File: src/rtl/riscv_pkg.sv
// Shared RV32 core definitions: data width, register index width and writeback result encodings.
package riscv_pkg;

  localparam int XLEN   = 32;
  localparam int NREGS  = 32;
  localparam int REG_AW = $clog2(NREGS);

  typedef enum logic [1:0] {
    RES_ALU = 2'b00,
    RES_MEM = 2'b01,
    RES_PC4 = 2'b10,
    RES_RSV = 2'b11
  } resultSrcE;

endpackage

File: src/rtl/regfile_2r1w.sv
// Integer register file: two combinational read ports, one write port, x0 hardwired to zero
// and write-first bypass so a value committed this cycle is already visible to decode.
module regfile_2r1w #(
  parameter int XLEN  = riscv_pkg::XLEN,
  parameter int NREGS = riscv_pkg::NREGS,
  localparam int AW   = $clog2(NREGS)
) (
  input  logic            clk,
  input  logic            reset,
  input  logic            we,
  input  logic [AW-1:0]   waddr,
  input  logic [XLEN-1:0] wdata,
  input  logic [AW-1:0]   raddr1,
  input  logic [AW-1:0]   raddr2,
  output logic [XLEN-1:0] rdata1,
  output logic [XLEN-1:0] rdata2
);

  // Entry 0 is not stored at all; x0 is produced by the read-side masking.
  logic [XLEN-1:0] regs [1:NREGS-1];

  always_ff @(posedge clk or posedge reset) begin
    if (reset) begin
      for (int i = 1; i < NREGS; i++) begin
        regs[i] <= '0;
      end
    end else if (we && (waddr != '0)) begin
      regs[waddr] <= wdata;
    end
  end

  always_comb begin
    rdata1 = '0;
    if (raddr1 != '0) begin
      rdata1 = (we && (waddr == raddr1)) ? wdata : regs[raddr1];
    end
  end

  always_comb begin
    rdata2 = '0;
    if (raddr2 != '0) begin
      rdata2 = (we && (waddr == raddr2)) ? wdata : regs[raddr2];
    end
  end

endmodule

File: src/rtl/wb_regfile.sv
// Writeback stage: selects the result, commits it to the register file and serves decode reads.
// Define WB_RETIRE_CNT_EN to add the ValidW input and the 64-bit InstretW retire counter.
import riscv_pkg::*;

module wb_regfile #(
  parameter int XLEN  = riscv_pkg::XLEN,
  parameter int NREGS = riscv_pkg::NREGS,
  localparam int AW   = $clog2(NREGS)
) (
  input  logic            clk,
  input  logic            reset,
  input  logic            RegWriteW,
  input  logic [1:0]      ResultSrcW,
  input  logic [XLEN-1:0] ALUResultW,
  input  logic [XLEN-1:0] ReadDataW,
  input  logic [XLEN-1:0] PCPlus4W,
  input  logic [AW-1:0]   RdW,
  input  logic [AW-1:0]   Rs1D,
  input  logic [AW-1:0]   Rs2D,
`ifdef WB_RETIRE_CNT_EN
  input  logic            ValidW,
  output logic [63:0]     InstretW,
`endif
  output logic [XLEN-1:0] RD1D,
  output logic [XLEN-1:0] RD2D,
  output logic [XLEN-1:0] ResultW
);

  // Reserved and unknown select codes fall back to the ALU result so nothing goes X downstream.
  always_comb begin
    ResultW = ALUResultW;
    case (ResultSrcW)
      RES_MEM: ResultW = ReadDataW;
      RES_PC4: ResultW = PCPlus4W;
      default: ResultW = ALUResultW;
    endcase
  end

  regfile_2r1w #(
    .XLEN  (XLEN),
    .NREGS (NREGS)
  ) uRegfile (
    .clk    (clk),
    .reset  (reset),
    .we     (RegWriteW),
    .waddr  (RdW),
    .wdata  (ResultW),
    .raddr1 (Rs1D),
    .raddr2 (Rs2D),
    .rdata1 (RD1D),
    .rdata2 (RD2D)
  );

`ifdef WB_RETIRE_CNT_EN
  // Bubbles are excluded; stores and branches count even though they write no register.
  logic [63:0] instret;

  always_ff @(posedge clk or posedge reset) begin
    if (reset) begin
      instret <= '0;
    end else if (ValidW) begin
      instret <= instret + 64'd1;
    end
  end

  assign InstretW = instret;
`endif

endmodule

File: config.mk
export PLATFORM = sky130hd
export DESIGN_NAME = wb_regfile
export DESIGN_NICKNAME = d
export VERILOG_FILES = /design/src/rtl/riscv_pkg.sv /design/src/rtl/regfile_2r1w.sv /design/src/rtl/wb_regfile.sv
export SDC_FILE = /design/constraint.sdc
export NUM_CORES = 2
export LEC_CHECK = 0
export ABC_AREA = 0
export CAP_MARGIN = 10
export CORE_ASPECT_RATIO = 0.5
export CORE_MARGIN = 2
export CORE_UTILIZATION = 45
export CTS_CLUSTER_SIZE = 8
export DETAILED_ROUTE_END_ITERATION = 10
export GPL_TIMING_DRIVEN = 0
export PLACE_DENSITY = 0.6
export SLEW_MARGIN = 20
export SYNTH_ARGS = -nofsm -noshare
export SYNTH_HDL_FRONTEND = slang
export SYNTH_SLANG_ARGS = --single-unit
File: constraint.sdc
create_clock -name clk -period 37.6 [get_ports clk]
set_clock_uncertainty 0.15 [all_clocks]
set_input_delay 5.64 -clock clk [delete_from_list [all_inputs] [get_ports clk]]
set_output_delay 5.64 -clock clk [all_outputs]
set_load 0.1 [all_outputs]
==> reports/qor.yml <==
final.setup.worst_slack_ps: 20390
post-route-period-util_pct: 45.8
synth_flop_cell: "dfrtp_1"
place_hpwl_um: 201000
cts_buffer_depth: 3
fmax_mhz: 58.1
cts_made_buffers: 142
drt-wirelength-per-cell_um: 38.3
mostFrequentLayoutCells: "nand2_1, o21ai_0, dfrtp_1, mux4_2, clkbuf_1"
cp_common_cell: "buf_2"
io_pins: 212
drt_iter0_drc: 7785
seqCellArea_um2: 24800
start_kind: "input port"
syn_area_per_cell_um2: 10.6
finalCriticalPeriod_ps: 17210
multi_input_area_um2: 25400
cts-htree-levels: 4
areaGrowthSynthToFinish_pct: 16.3
p_per_area_nw_per_um2: 58.1
clock_tree.root_cell: "clkbuf_16"
leakagePower_nw: 26.0
clkPwrFrac_pct: 33.9
yosysTopAreaCellShare_pct: 47.2
firstDrtPassIters: 8
status: "complete, no violations"
synth_area_um2: 52600
finalSetupViolations: 0
vias: 47500
rsz0062_at_grt: "no"
insertion_delay_ps: 800
share_comb_of_total_power_pct: 26.6
endpoint_kind: "primary output"
drive_gt1_share_pct: 17.2
grt_overflow: 0
hold_viol: 0
synth_nets: 5064
gp_congestion: 1.06
wl_um: 264000
die-area_um2: 120000
synth_edf_count: 0
cp.arrival_ps: 11420
post-cts-setup-buffer-count: 0
crit_chain: "buf_2 > buf_2 > buf_2 > buf_2 > mux4_2 > mux2i_1 > nand2_1 > o311ai_0 > o221ai_2 > clkdlybuf4s50_1"
drtAntennaViolNets: 0
async_flop_share_pct: 100
slew_headroom_pct: 6.64
largest_reg_flops: 992
fin_cells: 6890
synth_top_cell_by_area: "dfrtp_1"
grt_first_pass_wirelength_um: 360000
synth-seq-cells: 992
hold_buffers: 0
slowest_stage: "clkdlybuf4s50_1"
largest-register: "uRegfile.regs"
cts_tree: "done"
n_fill_cell: 10400
layout_commonest_cell: "nand2_1"
crit_path_max_incr_delay_ps: 1080
dp_cells: 6701
antenna_found_initial: 35
worstMarginPinSlew_ps: 1360
coreArea_um2: 116000
path_class: "in -> out"
yosysWarningCount: 0
dp_slack_ps: 20920
initial_core_util_pct: 45.5
die_h_um: 246
syn_inst: 4946
drcViolationCount: 0
nets: 5442
vdd_drop_max_uv: 32.9
grt_util_all_layers_pct: 43.9
sequentialPowerShare_pct: 39.5
p_switching_mw: 1.30
ys_types: 53
synth_area_leaders: "dfrtp_1, mux4_2, o21ai_0"
fp.dieW_um: 488
numClockSinks: 992
vias_per_cell: 6.89
numPortBuffers: 201
swShare_pct: 36.6
hp-class: "reg -> reg"
clk_pin_slew_worst_paths_ps: 50
grt_pass1_vias: 44900
reg_top3: "uRegfile.regs (992)"
cp.required_ps: 31810
ys_seq_area_share_pct: 47.2
cap_viol_max_count: 0
grt_max_degree: 108
drv_slew: 0
internal_power_mw: 2.26
critPathMaxFanout: 10
ctsResizeCount: 0
setup_tns_ps: 0
rows: 88
[through the flow]
stage	cell area (µm²)	utilization (%)	hold slack (ps)	total power, mW
global placement	56600	48.9	323	2.27
detailed placement	57100	49.4	334	2.30
CTS	61000	52.8	345	3.48
floorplan	52600	-	309	1.93
finish	61200	52.9	345	3.56
global route	61200	52.9	365	3.64
[layer usage]
metal  GRT usage [%]  routed length [µm]
met4            14.5                9150
met2            55.3              100000
met3            30.3               50600
met5            5.60                1350
met1            58.2              103000
[power groups by stage]
stage                     registers [mW]  clock network (mW)  logic (mW)
after floorplan                     1.36                   0       0.561
after global placement              1.40                   0       0.865
after detailed placement            1.41                   0       0.890
after CTS                           1.40                1.19       0.892
after global routing                1.42                1.24       0.976
final                               1.41                1.20       0.948
[logic make-up after synthesis]
family / after synthesis / share of synthesized area, %
buf+inv: 571 / 4.92
xor+xnor: 10 / 0.166
fa+ha+maj: 2 / 0.0475
compound gates: 1425 / 15.7
mux: 682 / 22.6
flops: 992 / 47.2
simple gates: 1264 / 9.40
[final timing paths]
kind	startpoint	to	slack, ps	depth (start not counted)
setup / recovery	Rs2D[1]	RD2D[29]	20390	10
hold / removal	uRegfile.regs[674]	uRegfile.regs[674]	350	2
setup reg to reg	uRegfile.regs[688]	uRegfile.regs[688]	36630	2
hold reg to reg	uRegfile.regs[674]	uRegfile.regs[674]	350	2
max in group asynchronous	reset	uRegfile.regs[489]	29260	8
min in group asynchronous	reset	uRegfile.regs[950]	5220	3
[final cells by class]
cell class	instances	share of cell area, %
Inverter	54	0.343
Buffer	517	3.91
Multi-Input combinational cell	3383	41.5
Clock inverter	14	0.431
Sequential cell	992	40.6
Clock buffer	146	5.90
Timing Repair Buffer	234	4.16
Antenna cell	20	0.0818
Tap cell	1530	3.13
[critical path: cells and delay by family]
family / cells / cell delay, ps
multiplexers: 2 / 1270
AND/OR/NAND/NOR: 1 / 250
AO/OA/AOI/OAI: 2 / 650
buffers and inverters: 5 / 3530
[synthesized netlist by cell type, types with 3 or more instances]
cell	number
nand2_1	1104
o21ai_0	995
dfrtp_1	992
mux4_2	393
clkbuf_1	356
mux2i_1	174
mux2_2	110
buf_2	92
o22ai_1	91
nor2_1	80
a22oi_1	78
a21oi_1	48
o221ai_1	46
a211oi_1	40
inv_1	36
o31ai_1	31
buf_6	30
buf_4	28
o2111ai_1	19
clkinv_1	18
nor2b_1	18
o221ai_2	16
nor3_1	14
or3_1	14
a221o_1	13
a221oi_1	13
o311a_1	12
o311ai_0	11
nand2b_1	9
buf_1	8
o311ai_1	8
xnor2_1	6
mux2_1	5
nor3b_1	4
xor2_1	4
and3_1	3
and3b_1	3
clkbuf_2	3
nand3_1	3
(Power assumes the default switching activity.)
